--- config.mk ---
export PLATFORM = sky130hd
export DESIGN_NAME = gate_recv
export DESIGN_NICKNAME = d
export VERILOG_FILES = /design/src/rtl/gate_recv.sv
export SDC_FILE = /design/constraint.sdc
export NUM_CORES = 1
export LEC_CHECK = 0
export BUFFER_PORTS_ARGS = -buffer_cell sky130_fd_sc_hd__buf_2
export CAP_MARGIN = 20
export CORE_MARGIN = 1.5
export CORE_UTILIZATION = 30
export CTS_CLUSTER_SIZE = 30
export DETAILED_ROUTE_END_ITERATION = 16
export SLEW_MARGIN = 20
export SYNTH_ARGS = -nofsm -noshare
export SYNTH_HDL_FRONTEND = slang
export SYNTH_SLANG_ARGS = --single-unit
--- constraint.sdc ---
create_clock -name aclk -period 1.8 [get_ports aclk]
set_clock_uncertainty 0.15 [all_clocks]
set_input_delay 0.18 -clock aclk [delete_from_list [all_inputs] [get_ports aclk]]
set_output_delay 0.18 -clock aclk [all_outputs]
set_load 0.1 [all_outputs]
--- src/rtl/gate_recv.sv ---
// rtl/gate_recv.sv - capability-gated AXI-Stream receive filter with per-port sender permits
// Define GATE_RECV_STATS_EN to build the saturating drop counter; otherwise drop_cnt reads 0.
module gate_recv #(
  parameter int N_PORTS = 4,
  parameter int DATA_W  = 64
) (
  input  logic                aclk,
  input  logic                aresetn,
  input  logic                cfg_valid,
  input  logic [13:0]         route_ctrl,
  input  logic                s_axis_tvalid,
  output logic                s_axis_tready,
  input  logic [DATA_W-1:0]   s_axis_tdata,
  input  logic [DATA_W/8-1:0] s_axis_tkeep,
  input  logic                s_axis_tlast,
  output logic                m_axis_tvalid,
  input  logic                m_axis_tready,
  output logic [DATA_W-1:0]   m_axis_tdata,
  output logic [DATA_W/8-1:0] m_axis_tkeep,
  output logic                m_axis_tlast,
  output logic [1:0]          m_axis_tdest,
  output logic                drop_pulse,
  output logic [15:0]         drop_cnt
);

  localparam logic [1:0] ST_HDR  = 2'd0;
  localparam logic [1:0] ST_PASS = 2'd1;
  localparam logic [1:0] ST_DROP = 2'd2;

  logic [1:0]          r_state;
  logic [N_PORTS-1:0]  r_vld;
  logic [3:0]          r_sid [N_PORTS];
  logic                r_m_tvalid;
  logic [DATA_W-1:0]   r_m_tdata;
  logic [DATA_W/8-1:0] r_m_tkeep;
  logic                r_m_tlast;
  logic [1:0]          r_m_tdest;
  logic                r_drop_pulse;

  logic       w_out_free;
  logic       w_s_hs;
  logic       w_hdr_ok;
  logic       w_fwd;
  logic [1:0] w_hdr_port;
  logic [3:0] w_hdr_sid;
  logic       w_unused_rsvd;

  assign w_unused_rsvd = ^{route_ctrl[12:10], route_ctrl[5:2]};

  assign w_out_free    = !r_m_tvalid || m_axis_tready;
  assign s_axis_tready = (r_state == ST_DROP) ? 1'b1 : w_out_free;
  assign w_s_hs        = s_axis_tvalid && s_axis_tready;
  assign w_hdr_port    = s_axis_tdata[1:0];
  assign w_hdr_sid     = s_axis_tdata[9:6];

  // Header is checked against the registered table, so a same-cycle write is not yet visible.
  always_comb begin
    w_hdr_ok = 1'b0;
    for (int i = 0; i < N_PORTS; i++) begin
      if (w_hdr_port == 2'(i) && r_vld[i] && r_sid[i] == w_hdr_sid) begin
        w_hdr_ok = 1'b1;
      end
    end
  end

  assign w_fwd = w_s_hs && (((r_state == ST_HDR) && w_hdr_ok) || (r_state == ST_PASS));

  always_ff @(posedge aclk or negedge aresetn) begin
    if (!aresetn) begin
      r_vld <= '0;
      for (int i = 0; i < N_PORTS; i++) begin
        r_sid[i] <= 4'd0;
      end
    end else if (cfg_valid) begin
      for (int i = 0; i < N_PORTS; i++) begin
        if (route_ctrl[1:0] == 2'(i)) begin
          r_vld[i] <= !route_ctrl[13];
          if (!route_ctrl[13]) begin
            r_sid[i] <= route_ctrl[9:6];
          end
        end
      end
    end
  end

  // The accept/drop decision is latched in the state, so table edits cannot affect a packet in flight.
  always_ff @(posedge aclk or negedge aresetn) begin
    if (!aresetn) begin
      r_state <= ST_HDR;
    end else if (w_s_hs) begin
      case (r_state)
        ST_HDR: begin
          if (!s_axis_tlast) begin
            r_state <= w_hdr_ok ? ST_PASS : ST_DROP;
          end
        end
        ST_PASS, ST_DROP: begin
          if (s_axis_tlast) begin
            r_state <= ST_HDR;
          end
        end
        default: r_state <= ST_HDR;
      endcase
    end
  end

  always_ff @(posedge aclk or negedge aresetn) begin
    if (!aresetn) begin
      r_m_tvalid <= 1'b0;
      r_m_tdata  <= '0;
      r_m_tkeep  <= '0;
      r_m_tlast  <= 1'b0;
      r_m_tdest  <= 2'd0;
    end else if (w_fwd) begin
      r_m_tvalid <= 1'b1;
      r_m_tdata  <= s_axis_tdata;
      r_m_tkeep  <= s_axis_tkeep;
      r_m_tlast  <= s_axis_tlast;
      if (r_state == ST_HDR) begin
        r_m_tdest <= w_hdr_port;
      end
    end else if (m_axis_tready) begin
      r_m_tvalid <= 1'b0;
    end
  end

  always_ff @(posedge aclk or negedge aresetn) begin
    if (!aresetn) begin
      r_drop_pulse <= 1'b0;
    end else begin
      r_drop_pulse <= w_s_hs && (r_state == ST_HDR) && !w_hdr_ok;
    end
  end

`ifdef GATE_RECV_STATS_EN
  logic [15:0] r_drop_cnt;

  always_ff @(posedge aclk or negedge aresetn) begin
    if (!aresetn) begin
      r_drop_cnt <= 16'd0;
    end else if (r_drop_pulse && (r_drop_cnt != 16'hFFFF)) begin
      r_drop_cnt <= r_drop_cnt + 16'd1;
    end
  end

  assign drop_cnt = r_drop_cnt;
`else
  assign drop_cnt = 16'h0000;
`endif

  assign m_axis_tvalid = r_m_tvalid;
  assign m_axis_tdata  = r_m_tdata;
  assign m_axis_tkeep  = r_m_tkeep;
  assign m_axis_tlast  = r_m_tlast;
  assign m_axis_tdest  = r_m_tdest;
  assign drop_pulse    = r_drop_pulse;

endmodule

# Word level (Yosys, flattened, before mapping)

Cells that the tools add are included.

Bits in registers: 99
Latch bits: 0
Memory bits (writable): 0
Bits in read-only memories: 0
Input port bits: 92
Output and inout bits: 94
Logic and storage cells: 74
Memories: 0

Add/sub/neg operators: 0
Multiply operators: 0
Divide/modulo/power cells: 0
$lt $le $gt $ge: 0
Equal/unequal tests: 14
Shifts and indexed selects: 0
Muxes and demuxes: 11
Bitwise operators: 1
Reductions and logical operators: 33

Operator list:

| kind               | count |
|---|---|
| $eq 4x4->1         | 4 |
| $reduce_and 3->1   | 5 |
| $logic_and 1x1->1  | 13 |
| $eq 2x2->1 const B | 5 |
| $reduce_and 2->1   | 5 |
| $mux 1             | 7 |
| $eq 2x1->1 const B | 3 |
| $logic_not 2->1    | 3 |
| $mux 2             | 3 |
| $ne 2x2->1 const B | 2 |
| $pmux 2 s2         | 1 |
| $logic_not 1->1    | 3 |
| $logic_or 1x1->1   | 2 |
| $reduce_bool 2->1  | 1 |
| $reduce_or 2->1    | 1 |
| $not 1->1          | 1 |

# Logic depth before layout (Yosys ltp)

Gate-level depths: netlist (run 1).

Depth after elaboration: 11
Depth in mapped cells: 8
Gate-level depth less buffers: 6

# Worst setup path after synthesis (run 1)

Ideal clock, no wire load.

Path type: register -> register
Start: register r_m_tvalid, in the netlist m_axis_tvalid
End: register r_m_tdata[0], in the netlist m_axis_tdata[0]
Library setup time: 0.147 ns
Arrival: 2.068 ns
Slack: -0.565 ns
Cell stages (with the launch flop): 8
Path buffers: 2
Period minus slack after synthesis: 2.365 ns
Cells stage by stage: dfrtp_1 -> nand2b_1 -> o21a_1 -> and2_1 -> clkbuf_1 -> clkbuf_1 -> nand2_1 -> o211ai_2

Word-level cells in the longest chain between the ends: 5

Ends and longest elaborated chain:

| item                   | RTL line | source |
|---|---|---|
| from (decl)            | 33       | `logic r_m_tvalid;` |
| from (signal assigned) | 109      | `r_m_tvalid <= 1'b0;` |
| from (signal assigned) | 115      | `r_m_tvalid <= 1'b1;` |
| from (signal assigned) | 123      | `r_m_tvalid <= 1'b0;` |
| $logic_not 1->1        | 50       | `assign w_out_free = !r_m_tvalid \|\| m_axis_tready;` |
| $logic_or 1x1->1       | 50       |  |
| $mux 1                 | 51       | `assign s_axis_tready = (r_state == ST_DROP) ? 1'b1 : w_out_free;` |
| $logic_and 1x1->1      | 52       | `assign w_s_hs = s_axis_tvalid && s_axis_tready;` |
| $logic_and 1x1->1      | 66       | `assign w_fwd = w_s_hs && (((r_state == ST_HDR) && w_hdr_ok) \|\| (r_state == ST_PASS));` |
| to (signal assigned)   | 116      | `r_m_tdata <= s_axis_tdata;` |
| to (decl)              | 34       | `logic [DATA_W-1:0] r_m_tdata;` |

Every way passes these cells.
A chain may end at the register's enable or synchronous reset.

# Worst setup path in the final report (run 1)

Start: register r_sid[8] in the netlist's numbering
End: register r_m_tdata[54], in the netlist m_axis_tdata[54]

Word-level cells in the longest chain between the ends: 8

Ends and longest elaborated chain:

| item                              | RTL line | source |
|---|---|---|
| from (decl)                       | 32       | `logic [3:0] r_sid [N_PORTS];` |
| from (signal, indexed assignment) | 79       | `r_sid[i] <= route_ctrl[9:6];` |
| $eq 4x4->1                        | 60       | `if (w_hdr_port == 2'(i) && r_vld[i] && r_sid[i] == w_hdr_sid) begin` |
| $logic_and 1x1->1                 | 60       |  |
| $mux 1 (3 in a row)               | 60       |  |
| $logic_and 1x1->1                 | 66       |  |
| $logic_or 1x1->1                  | 66       |  |
| $logic_and 1x1->1                 | 66       |  |

Every way passes these cells.

==> results by group, run 1 <==
Outcome
  • Status: complete, but fails checks
  • Violated checks: setup timing

STA
  • Fmax: 497 MHz
  • Final Hold Viols: 0
  • Pins Over Slew Limit: 0
  • RSZ-0062 raised after global routing: yes
  • Worst hold margin: 0.0321 ns
  • Worst Max-Slew Pin Slew: 0.529 ns
  • Worst setup margin: -0.212 ns
  • Slew HR: about two thirds
  • Finish-stage setup viols: between 70 and 80
  • Fin crit share: 112%
  • Min Tclk post-route: around 2 ns

Worst setup path
  • Worst-path maximum fanout: 32
  • Crit end category: flip-flop
  • Arrival @ worst endpoint: 2.07 ns
  • CP startpoint kind: flip-flop
  • Req. time, crit path: 1.86 ns
  • Crit path kind: reg2reg

Floorplanning
  • Ports: roughly 190
  • Rows: 52
  • Full die area: 21300 sq um
  • Starting Density: a little under a third
  • Die Y-Extent: 146 um
  • Core Box Area: 20200 sq um
  • Die W: 146 um

Clock network
  • Sink Count: 99
  • CTS Buf Count: 9
  • Clk root buf: clkbuf_16
  • H-tree levels: 3
  • Clock-pin slew on the worst setup and hold paths: ~0.07 ns
  • CTS max path bufs: 2
  • TritonCTS clock tree: done
  • Clk_lat worst skew: around 0.35 ns

Cells and area
  • Area grow syn2layout: 49.4%
  • Antenna Cells: 0
  • Ratio of cells with drive above 1 in the final layout: 41.6%
  • Final net count: between 900 and 1000
  • Fin util: about 46%

Logic synthesis
  • Post-synthesis sequential area ratio: about two fifths
  • Asr flop ratio synth: between 90% and 100%
  • Number of synthesized register bits: 99
  • Post-synthesis cell count: 642
  • Synth unique cells: 34
  • Netlist Area Pre-Place: ~6100 sq um
  • Syn Area/Cell: roughly 9.6 sq um
  • Synth warn: 0
  • Most used DFF post-synth: dfrtp_1
  • Post-synth EDFFs: 0

Power
  • Leak Pwr: 4.43 nW
  • Pwr Total: between 10 and 15 mW
  • Pwr per Cell Area: about 1400 nW/um^2
  • Peak VDD IR: 0.684 mV

Drt
  • Initial DRT Pass Iterations: 4
  • Initial detailed-routing violation count: 300
  • Vias: about 5600
  • WL met2: 8860 um
  • M1 wire length: 8960 um
  • Detailed-route wire length: between 15000 and 20000 um
  • Routed wire per std cell: 16.3 um
  • Vias/cell: ~4.9
  • Drt drc: 0
  • Remaining antenna violation count: 0
  • Max layer used: met4
  • Met3 wire length: about 750 um

Global routing
  • Vias in the first global route: 5800
  • Pin count of the biggest net entering global routing: 44
  • Total congestion overflow: 0
  • Global-route wire length before repair: 31000 um
  • Gr usage total: around 18%
  • Initial antenna violation count: 0

Placed design
  • Port buffer count: approximately 160
  • DP Wirelength: 12600 um
  • RD Place Congestion: 0.784

Flow run
  • # Max-Cap Violations: 0

Min path
  • Worst hold path class: in2reg
synthesized netlist by cell type (all sizes together), types with 2 or more instances:
cell	instances	share of area, %
o311ai	2	0.29
xor2	8	1.1
nand2	157	9.6
a21o	3	0.37
mux2	16	2.9
a31oi	3	0.31
nand2b	2	0.20
inv	5	0.31
ha	3	0.61
buf	52	5.6
nand3	5	0.41
dfrtp	99	40
nor4	4	0.81
nor2	9	0.55
and2	74	7.5
o211ai	73	14
xnor2	8	1.1
nand3b	2	0.24
or2	2	0.20
clkbuf	32	2.0
o41ai	73	10
flip-flops by register name, indices dropped and copies added (netlist names):
| name | cells |
|---|---|
| drop_pulse | 1 |
| r_sid | 16 |
| m_axis_tvalid | 1 |
| r_state | 2 |
| m_axis_tlast | 1 |
| r_vld | 4 |
| m_axis_tdest | 2 |
| m_axis_tdata | 64 |
| m_axis_tkeep | 8 |
cell usage in the layout (no fill, tap or decap), types with 2 or more instances in the layout:
| cell | count |
|---|---|
| buf_6 | 5 |
| buf_2 | 160 |
| nor4_4 | 4 |
| nand2_2 | 7 |
| and2_4 | 4 |
| and2_1 | 70 |
| dfrtp_1 | 98 |
| o41ai_1 | 51 |
| clkbuf_16 | 9 |
| clkbuf_8 | 3 |
| o211ai_1 | 13 |
| a31oi_1 | 3 |
| bufinv_16 | 3 |
| conb_1 | 16 |
| nand3b_1 | 2 |
| nand3_1 | 5 |
| nand2_1 | 150 |
| o41ai_2 | 21 |
| buf_4 | 39 |
| xnor2_1 | 8 |
| a21o_1 | 3 |
| dlygate4sd3_1 | 74 |
| buf_12 | 25 |
| o211ai_2 | 60 |
| inv_1 | 5 |
| xor2_1 | 7 |
| mux2_2 | 16 |
| nor2_1 | 8 |
| ha_1 | 2 |
final timing paths:
check / from / end / slack (ns) / depth (start not counted)
hold / removal: route_ctrl[1] / r_vld[3] / 0.03 / 4
max in group asynchronous: aresetn / m_axis_tkeep[4] / 0.83 / 3
setup reg to reg: r_sid[8] / m_axis_tdata[54] / -0.21 / 6
setup / recovery: r_sid[8] / m_axis_tdata[54] / -0.21 / 6
min in group asynchronous: aresetn / m_axis_tdata[32] / 0.10 / 2
hold reg to reg: r_vld[3] / r_vld[3] / 0.33 / 2
layout make-up:
| type | instances | area [sq um] |
|---|---|---|
| Inverter | 5 | 18.8 |
| Clock inverter | 4 | 95.1 |
| Multi-Input combinational cell | 469 | 3550 |
| Fill cell | 1904 | 11000 |
| Tap cell | 270 | 338 |
| Sequential cell | 99 | 2480 |
| Timing Repair Buffer | 305 | 2430 |
| Clock buffer | 12 | 267 |
stage by stage:
step	instances	area, sq um	setup TNS [ns]	setup WS, ns
finish	1164	9180	-12.88	-0.212
detailed placement	1070	7890	-17.02	-0.314
CTS	1163	9120	-15.04	-0.223
global placement	1070	7890	-14.94	-0.254
global route	1164	9180	-24.50	-0.357
floorplan	657	6460	-2.52	-0.0438
power by group:
part	leakage [nW]	switching (mW)	internal [mW]
Clock	0.179	0.911	1.47
Sequential	1.29	0.374	2.92
Combinational	2.96	5.85	1.58
what timing repair did:
item / in CTS / in global routing
pin swaps: 24 / 10
hold buffers: 74 / 0
hold endpoints to repair: 185 / 0
resized for setup: 19 / 9
setup buffers: 3 / 1
endpoints found under the setup margin: 80 / 79
logic make-up after synthesis:
kind of cell             synth area share, %
buffers and inverters                   7.88
multiplexers                            2.93
adder cells (fa/ha/maj)                0.611
other                                 0.0610
AND/OR/NAND/NOR                         19.8
flip-flops                              40.3
XOR/XNOR                                2.28
AO/OA/AOI/OAI                           26.1
worst max-delay path, cell delays in order (launching register included):
cell      delay [ns]
dfrtp_1         0.42
xnor2_1         0.14
nand3_1         0.15
nor4_4          0.37
o41a_4          0.23
buf_16          0.23
o211ai_2        0.13
routing by layer:
layer / vias to the layer above / global-route usage (%)
li1: 2779 / -
met1: 2692 / 24.6
met2: 152 / 29.5
met3: 23 / 2.81
met4: 0 / 6.06
met5: - / 0
(Power assumes the default switching activity.)
==> inputs of run 2 (changes only) <==
--- a/config.mk
+++ b/config.mk
@@ -8,9 +8,10 @@
 export BUFFER_PORTS_ARGS = -buffer_cell sky130_fd_sc_hd__buf_2
 export CAP_MARGIN = 20
 export CORE_MARGIN = 1.5
-export CORE_UTILIZATION = 30
+export CORE_UTILIZATION = 42
 export CTS_CLUSTER_SIZE = 30
 export DETAILED_ROUTE_END_ITERATION = 16
+export PLACE_DENSITY = 0.7
 export SLEW_MARGIN = 20
 export SYNTH_ARGS = -nofsm -noshare
 export SYNTH_HDL_FRONTEND = slang
==> results by group, run 2 (synthesized netlist as in run 1, its figures left out) <==
Outcome
  • Status: complete, but fails checks
  • Violated checks: setup timing

Cells and area
  • Antenna Cells: 0
  • Commonest cells after routing, fill and taps aside: 160 x buf_2, 150 x nand2_1, 98 x dfrtp_1
  • Final net count: slightly below 1000
  • Max FFs per register: 64
  • Area grow syn2layout: 49.4%
  • Ratio of cells with drive above 1 in the final layout: 43.6%
  • # fillers: 1138
  • Fin util: 63.6%
  • Finished Cell Area: 9180 sq um
  • Commonest non-fill, non-tap cell in the layout: buf_2

Global routing
  • Gr usage total: 23.7%
  • Global-route wire length before repair: roughly 28000 um
  • Initial antenna violation count: 0
  • Total congestion overflow: 0
  • Pin count of the biggest net entering global routing: 46
  • Vias in the first global route: between 5000 and 6000

Worst setup path
  • Crit end category: flip-flop
  • Worst r2r dst: m_axis_tdata[12]
  • Worst-path maximum fanout: 12
  • Max incr delay on CP: about 0.47 ns
  • Slowest stage cell, crit path: o41ai_1
  • Crit path kind: reg2reg
  • R2r startpoint: r_sid[9]
  • Worst r2r path cells: 7
  • Most common cell on crit path: buf_4
  • R2R setup slack: -0.22 ns
  • CP cell instances: xnor2_1 -> nand3_1 -> nor4_4 -> buf_4 -> buf_4 -> o41ai_1 -> o211ai_2
  • CP startpoint kind: flip-flop
  • Req. time, crit path: 1.87 ns
  • Arrival @ worst endpoint: 2.08 ns

STA
  • Pins Over Slew Limit: 0
  • Final Hold Viols: 0
  • Min Tclk post-route: approximately 2.0 ns
  • Fmax: 496 MHz
  • Worst hold margin: 0.0133 ns
  • Worst Max-Slew Pin Slew: 0.524 ns
  • RSZ-0062 raised after global routing: yes
  • Worst setup margin: -0.217 ns
  • Finish-stage setup viols: 79
  • Slew HR: 65.3%
  • Fin crit share: 112%

Floorplanning
  • Die W: 124 um
  • Rows: 44
  • Core Box Area: 14400 sq um
  • Die Y-Extent: 124 um
  • Ports: between 150 and 200
  • Starting Density: around 43%
  • Full die area: 15400 sq um

Clock network
  • Clk root buf: clkbuf_16
  • CTS max path bufs: 2
  • Clock-pin slew on the worst setup and hold paths: around 0.07 ns
  • Clk_lat worst skew: 0.36 ns
  • H-tree levels: 3
  • TritonCTS clock tree: done
  • Sink Count: between 90 and 100
  • CTS Buf Count: 9

Drt
  • Vias/cell: 5.42
  • Detailed-route wire length: around 19000 um
  • Remaining antenna violation count: 0
  • Vias: 5895
  • Drt drc: 0
  • Initial DRT Pass Iterations: 7
  • Routed wire per std cell: approximately 17 um
  • Initial detailed-routing violation count: ~350

Min path
  • Hold Crit Depth: 4
  • Hold Path End: r_vld[3]
  • Hold path start: route_ctrl[1]
  • Worst hold path class: in2reg

Power
  • Pwr Total: between 10 and 15 mW
  • Leak Pwr: 4.51 nW
  • Pwr per Cell Area: 1410 nW/um^2
  • Peak VDD IR: 0.874 mV

Placed design
  • Port buffer count: 162
  • Placement Cell Area: 7550 sq um
  • RD Place Congestion: 0.781
  • Pre-CTS WS: -0.311 ns
  • DP Wirelength: 11200 um

Flow run
  • # Max-Cap Violations: 0
run 2: cell types whose count changed in the layout (fill, tap and decap cells not counted), sizes merged:
cell      change
clkinvlp      +4
bufinv        -1
clkbuf        -1
clkinv        -1
buf           +8
run 2: power breakdown:
part	switching (mW)	internal, mW	leakage [nW]
sequential	0.401	2.92	1.29
clock	0.908	1.22	0.141
combinational	5.85	1.66	3.09
total	7.15	5.80	4.51
run 2: area by class of cell:
type / instances / area [sq um] / share of cell area (%)
repair buffers: 314 / 2480 / 27.0
clock inverters: 6 / 90.1 / 0.982
well taps: 184 / 230 / 2.51
clock buffers: 10 / 229 / 2.50
multi-input cells: 469 / 3650 / 39.8
inverters: 5 / 18.8 / 0.205
flip-flops and latches: 99 / 2480 / 27.0
run 2: metal layers:
metal	part of all wire, %	up-vias	track usage (%)
met3	5.1	47	4.85
met2	48	206	37.9
met5	0	-	0
li1	-	2791	-
met1	44	2851	32.0
met4	2.3	0	8.45
run 2: repair_timing:
action                                  4_1_cts  5_1_grt
hold buffers                                 74        0
resized for setup                            33       23
hold endpoints to repair                    115        0
gates cloned                                  2        1
buffers inserted                              5       15
endpoints found under the setup margin       80       80
pin swaps                                    14       24
run 2: worst max-delay path, delay by kind of cell (launching register included):
kind,cells,cell delay (ns)
and+or+nand+nor,2,0.21
buffers and inverters,2,0.37
DFF,1,0.40
AOI/OAI and AO/OA,2,0.61
xor gates and xnor gates,1,0.13
run 2: how the worst max path moves through the flow:
stage	start	to	slack, ns
finish	r_sid[9]	m_axis_tdata[12]	-0.22
global route	r_sid[9]	m_axis_tdata[16]	-0.33
CTS	r_sid[5]	m_axis_tdata[44]	-0.20
detailed placement	s_axis_tdata[7]	m_axis_tdata[41]	-0.31
global placement	s_axis_tdata[9]	m_axis_tdata[46]	-0.30
floorplan	m_axis_tvalid	m_axis_tdata[10]	-0.04
run 2: metrics by stage:
| step | cells | TNS, ns |
|---|---|---|
| after CTS | 1072 | -11.31 |
| after detailed placement | 975 | -20.76 |
| after global routing | 1087 | -21.76 |
| final | 1087 | -13.24 |
| after floorplan | 657 | -2.52 |
| after global placement | 975 | -20.67 |
